<file path="config.mk">
export PLATFORM = sky130hd
export DESIGN_NAME = iiitb_bc_mod
export DESIGN_NICKNAME = d
export VERILOG_FILES = /design/src/rtl/iiitb_bc_pkg.sv /design/src/rtl/iiitb_bc_prescale.sv /design/src/rtl/iiitb_bc_mod.sv
export SDC_FILE = /design/constraint.sdc
export NUM_CORES = 1
export LEC_CHECK = 0
export ABC_AREA = 1
export BUFFER_PORTS_ARGS = -buffer_cell sky130_fd_sc_hd__buf_2
export CAP_MARGIN = 0
export CORE_AREA = 8 8 45 47
export CTS_CLUSTER_SIZE = 24
export DETAILED_ROUTE_END_ITERATION = 10
export DIE_AREA = 0 0 53 55
export GPL_TIMING_DRIVEN = 0
export SLEW_MARGIN = 5
export SYNTH_ARGS = -nofsm -noshare
export SYNTH_HDL_FRONTEND = slang
export SYNTH_HIERARCHICAL = 1
export SYNTH_SLANG_ARGS = --single-unit
</file>
<file path="constraint.sdc">
create_clock -name Clk -period 1.9 [get_ports Clk]
set_input_delay 0.38 -clock Clk [delete_from_list [all_inputs] [get_ports Clk]]
set_output_delay 0.38 -clock Clk [all_outputs]
set_load 0.02 [all_outputs]
</file>
<file path="src/rtl/iiitb_bc_pkg.sv">
`default_nettype none
// ==========================================================================
// iiitb_bc_pkg : shared constants and load clamp for the modulo counter
// rev 1.0
// ==========================================================================
package iiitb_bc_pkg;
    localparam logic        DIR_UP    = 1'b1;
    localparam logic        DIR_DOWN  = 1'b0;
    localparam int unsigned MODE_WRAP = 0;
    localparam int unsigned MODE_SAT  = 1;

    function automatic logic [31:0] clamp_load(input logic [31:0] value, input logic [31:0] max);
        return (value > max) ? max : value;
    endfunction
endpackage
`default_nettype wire

</file>
<file path="src/rtl/iiitb_bc_prescale.sv">
`default_nettype none
// ==========================================================================
// iiitb_bc_prescale : enable-gated clock divider, one tick per PRESCALE
// enabled cycles.  rev 1.0
// ==========================================================================
module iiitb_bc_prescale #(
    parameter int unsigned PRESCALE = 1
) (
    input  logic Clk,
    input  logic reset,
    input  logic En,
    input  logic clr,
    output logic tick
);
    generate
        if (PRESCALE == 1) begin : g_bypass
            // No phase state to keep; the remaining inputs are intentionally idle.
            logic unused_bypass;
            assign unused_bypass = Clk ^ reset ^ clr;
            assign tick          = En;
        end else begin : g_div
            localparam int unsigned    PW   = $clog2(PRESCALE);
            localparam logic [PW-1:0]  LAST = PW'(PRESCALE - 1);

            logic [PW-1:0] phase_q;
            logic [PW-1:0] phase_d;

            always_comb begin
                phase_d = phase_q;
                if (clr) begin
                    phase_d = '0;
                end else if (En) begin
                    phase_d = (phase_q == LAST) ? '0 : phase_q + PW'(1);
                end
            end

            always_ff @(posedge Clk) begin
                if (reset) begin
                    phase_q <= '0;
                end else begin
                    phase_q <= phase_d;
                end
            end

            assign tick = En && (phase_q == LAST);
        end
    endgenerate
endmodule
`default_nettype wire

</file>
<file path="src/rtl/iiitb_bc_mod.sv">
`default_nettype none
// ==========================================================================
// iiitb_bc_mod : parametrised modulo up/down counter with prescaler, load,
// wrap/saturate mode and terminal-count / wrap status.  rev 1.0
// ==========================================================================
module iiitb_bc_mod
    import iiitb_bc_pkg::*;
#(
    parameter int unsigned WIDTH    = 4,
    parameter int unsigned MAX_VAL  = (2**WIDTH) - 1,
    parameter int unsigned PRESCALE = 1,
    parameter int unsigned SATURATE = 0
) (
    input  logic             Clk,
    input  logic             reset,
    input  logic             En,
    input  logic             UpOrDown,
    input  logic             Load,
    input  logic [WIDTH-1:0] LoadVal,
    output logic [WIDTH-1:0] Count,
    output logic             Tc,
    output logic             Wrap
);
    // Load clamp works in 32 bits, so widths are capped at 31.
    generate
        if (WIDTH < 1 || WIDTH > 31 || MAX_VAL < 1 || 64'(MAX_VAL) >= (64'd1 << WIDTH) ||
            PRESCALE < 1 || (SATURATE != MODE_WRAP && SATURATE != MODE_SAT)) begin : g_param_check
            $error("iiitb_bc_mod: parameter out of range");
        end
    endgenerate

    localparam logic [WIDTH-1:0] MAXV = WIDTH'(MAX_VAL);

    logic             tick;
    logic [WIDTH-1:0] count_q;
    logic [WIDTH-1:0] count_d;
    logic             wrap_q;
    logic             wrap_d;

    iiitb_bc_prescale #(
        .PRESCALE (PRESCALE)
    ) u_prescale (
        .Clk   (Clk),
        .reset (reset),
        .En    (En),
        .clr   (Load),
        .tick  (tick)
    );

    always_comb begin
        count_d = count_q;
        wrap_d  = 1'b0;
        if (Load) begin
            count_d = WIDTH'(clamp_load(32'(LoadVal), MAX_VAL));
        end else if (tick) begin
            if (UpOrDown == DIR_UP) begin
                if (count_q != MAXV) begin
                    count_d = count_q + 1'b1;
                end else if (SATURATE == MODE_WRAP) begin
                    count_d = '0;
                    wrap_d  = 1'b1;
                end
            end else begin
                if (count_q != '0) begin
                    count_d = count_q - 1'b1;
                end else if (SATURATE == MODE_WRAP) begin
                    count_d = MAXV;
                    wrap_d  = 1'b1;
                end
            end
        end
    end

    always_ff @(posedge Clk) begin
        if (reset) begin
            count_q <= '0;
            wrap_q  <= 1'b0;
        end else begin
            count_q <= count_d;
            wrap_q  <= wrap_d;
        end
    end

    assign Count = count_q;
    assign Wrap  = wrap_q;
    assign Tc    = ((UpOrDown == DIR_UP)   && (count_q == MAXV)) ||
                   ((UpOrDown == DIR_DOWN) && (count_q == '0));
endmodule
`default_nettype wire
</file>
; After elaboration in Yosys (flattened, before gate mapping)
; Index checks and enable logic that the tools add are counted.
[word_totals]
reg_bits = 5
output_inout_bits = 6
[classes]
n_addsub = 2
n_eq_ne = 2
mux = 8
n_bitwise = 2
n_reduce_logical = 7
[op_table]
columns = operator, n
row1 = 4-bit two-way mux, 5
row2 = "4-bit by 1-bit adder with 4-bit output, second input constant", 1
row3 = "4-bit == test, second input constant", 1
row4 = 4-bit logical NOT, 1
row5 = "4-bit != test, second input constant", 1
row6 = 4-bit nonzero test, 1
row7 = "4-bit by 1-bit subtractor with 4-bit output, second input constant", 1
row8 = 1-bit two-way mux, 3
row9 = 3-bit OR reduction, 1
row10 = 1-bit logical AND, 2
row11 = 1-bit NOT, 2
row12 = 2-bit nonzero test, 1
row13 = 1-bit logical OR, 1

; Depth between registers and ports, before layout
[depth]
ltp_word = 5
mapped_depth = 8

; Hierarchy
; Netlist, hierarchy kept.
[by_module_without_submodules]
columns = module, n_inst, cells_each, area_each_um2, seq_area_each_um2
row1 = iiitb_bc_mod, 1, 58, 370.4, 100.1
row2 = iiitb_bc_prescale, 1, 1, 7.5, 0.0

; Least setup slack after synthesis
; OpenSTA, ideal clock, no wires.
[synth_timing]
path_type = register to output
from = register count_q[0], in the netlist Count[0]
to = output Tc
t_arrival_ns = 1.115
path_slack_ns = 0.405
stages_incl_launch_ff = 5
path_buffers = 0
cell_sequence = dfxtp_1 > inv_1 > ha_1 > nand4_1 > nand2_1
[synth_via]
elab_chain_len = 3
[synth_lines]
columns = element, line
row1 = "start, declared", iiitb_bc_mod.sv:35  ; logic [WIDTH-1:0] count_q;
row2 = "start signal, assigned", iiitb_bc_mod.sv:79  ; count_q <= count_d;
row3 = 4-bit == test or 4-bit logical NOT (tied branches), "iiitb_bc_mod.sv:86, iiitb_bc_mod.sv:87"
row4 = 1-bit logical AND (on tied branches), "iiitb_bc_mod.sv:86, iiitb_bc_mod.sv:87"
row5 = 1-bit logical OR (*), iiitb_bc_mod.sv:86  ; assign Tc = ((UpOrDown == DIR_UP) && (count_q == MAXV)) ||
row6 = "end, declared", iiitb_bc_mod.sv:21  ; output logic Tc,
; Every way passes the cells marked *; elsewhere a longest branch is shown, timed or not.

; Worst setup path after layout
; Same ends and word-level chain as after synthesis.

==> results.cfg <==
[status]
status = completed

[grt]
grt_overflow = 0
grtUsageMet1 = 0.07424
gr-max-usage-layer = met2
grt_use_met2 = 0.1035
antenna_found_initial = 0
grt_usage = 0.06605
grt_max_degree = 9
grt_pass1_vias = 378
grt_use_met3 = 0.04278
grt_pass1_wl_um = 1455

[floorplanning]
num_rows = 14
start_util = 0.2731
core-area_um2 = 1384
die_h_um = 55
ioPinCount = 15
fp.dieW_um = 53
die-area_um2 = 2915

[setup_path]
cp.required_ns = 1.52
cp-start-kind = register
endpoint_kind = primary output
crit_fanout = 7
ff2ff_path_depth = 8
worstPathArrival_ns = 1.39
path_class = register to primary output

[cts]
holdBufCountCts = 0
clock_latency_ns = 0.24
cts-resized-gates = 0
cts.clk_slew.worst_paths_ns = 0.04
cts.sinks = 5
cts-root-buf = clkbuf_4
cts_buffers = 3
post_cts_buffers = 0
cts_max_path_buffers = 2
htree_levels = 1
cts_tree = done

[placed_design]
gp_congestion = 0.8440
numPortBuffers = 13
dpl-instance-area_um2 = 462.9
dp_hpwl_um = 761.1

[finish]
post-route-util = 0.3535
final_net_count = 88
syn_to_final_growth_pct = 29.47
antenna_cells = 0
postLayoutCellArea_um2 = 489.2
drive_gt1_frac = 0.2632

[logic_synthesis]
yosysWarnings = 6
synth_fp_nets = 70
yosysMostFrequentCell = nand2_1
async_flop_share = 0
ys_seq_area_frac = 0.2649
ys_ff_latch = 5
synth_top_area_share = 0.2649
syn-cell-area_um2 = 377.9
avgSynthCellArea_um2 = 6.404
synth_common_cells = 17 x nand2_1, 8 x inv_1, 8 x nand3_1
synthTopCellsByArea = dfxtp_1 26%, nand2_1 17%, nand3_1 11%, inv_1 7.9%, ha_1 6.6%
synth-edff-count = 0
synthCells = 59
synth-main-ff-cell = dfxtp_1
synth_cell_types = 17
yosys.area.top_type = dfxtp_1

[run]
drv_cap = 0

[route]
drt-initial-drc-count = 17
viasPerCell = 4.620
dr.pass1.iters = 4
drc = 0
num_vias = 425
routedWlPerCell_um = 10.10
antenna_left = 0
wl_um = 929

[sta]
fin_skew_ns = 0.0006659
hold_violations = 0
rsz0062_at_grt = false
slew_violations = 0
finalSetupViolCount = 0
min_period_over_period = 0.9329
finalCriticalPeriod_ns = 1.773
worst_pin_slew_ns = 0.2832
tns_ns = 0
max_freq_mhz = 564.2
slew_headroom = 0.8110

[power]
p_per_area_nw_per_um2 = 692.5
power_frac_clock = 0.363
p_leak_nw = 0.2623
p_seq_frac = 0.367
p_total_uw = 338.8
ir_drop_v = 0.0003435
p_int_uw = 230.7
p_sw_frac = 0.3191
p_comb_frac = 0.270
p_switching_uw = 108.1

[min_path]
hold_path_depth = 2
hold_class = input pin to register
per-layer routing:
metal | vias up | routed length (um) | share of wire
met5 | - | 0 | 0
met4 | 0 | 0 | 0
met3 | 0 | 80 | 0.086
met2 | 17 | 428 | 0.46
met1 | 182 | 420 | 0.45
li1 | 226 | - | -
cell families after synthesis:
group	Yosys count	share of synthesized area
xor gates and xnor gates	1	0.02318
AOI/OAI and AO/OA	8	0.1291
buffers and inverters	11	0.1391
DFF	5	0.2649
adders and majority gates	2	0.06621
and+or+nand+nor	32	0.3775
power by group through the flow:
stage	sequential (mW)	combinational, mW	clock, mW
2_1_floorplan	0.132	0.0553	0
3_3_place_gp	0.126	0.0919	0
3_5_place_dp	0.126	0.0929	0
4_1_cts	0.125	0.0928	0.126
5_1_grt	0.126	0.105	0.134
6_report	0.124	0.0914	0.123
registers in the layout (all words and copies together), names as in the netlist:
name	flops
Wrap	1
Count	4
area by class of cell:
cell class                 instances  area (um^2)
fill                             157        894.6
multi-input combinational         43        225.2
sequential                         5        100.1
timing repair buffer              13        65.06
inverter                           9        33.78
clock buffer                       4        26.28
tap                               16        20.02
buffer                             2        18.77
metrics by stage:
stage               setup slack [ns]  hold WS (ns)  instances
finish                        0.1275        0.3529         92
global route                0.005719        0.3602         92
CTS                           0.1174        0.3505         92
detailed placement            0.3788        0.5689         88
global placement              0.3847        0.5694         88
floorplan                     0.4047        0.4491         59
path summary, 6_finish.rpt:
| path | startpoint | end | slack [ns] |
|---|---|---|---|
| max reg2reg | Count[0]$_SDFFE_PP0P_ | Count[3]$_SDFFE_PP0P_ | 0.58 |
| max | Count[0]$_SDFFE_PP0P_ | Tc | 0.13 |
| min | reset | Count[2]$_SDFFE_PP0P_ | 0.35 |
| min reg2reg | Count[1]$_SDFFE_PP0P_ | Count[1]$_SDFFE_PP0P_ | 0.58 |
cells in the final DEF, fill, tap and decap left out:
master	instances
nand2_1	17
buf_2	13
inv_1	8
nand3_1	8
dfxtp_1	5
nand4_1	3
a22oi_1	3
a21oi_1	3
clkbuf_4	3
nor2_1	2
ha_1	2
buf_6	1
inv_2	1
nor2_2	1
o21ai_0	1
or2_0	1
xnor2_1	1
a31oi_1	1
clkbuf_1	1
buf_4	1
worst max-delay path: stages (launching register included):
cell and delay [ns]:
dfxtp_1 0.45, inv_1 0.11, ha_1 0.24, nand4_1 0.13
nand2_1 0.06, buf_2 0.16
Power figures use the tool's default switching activity.
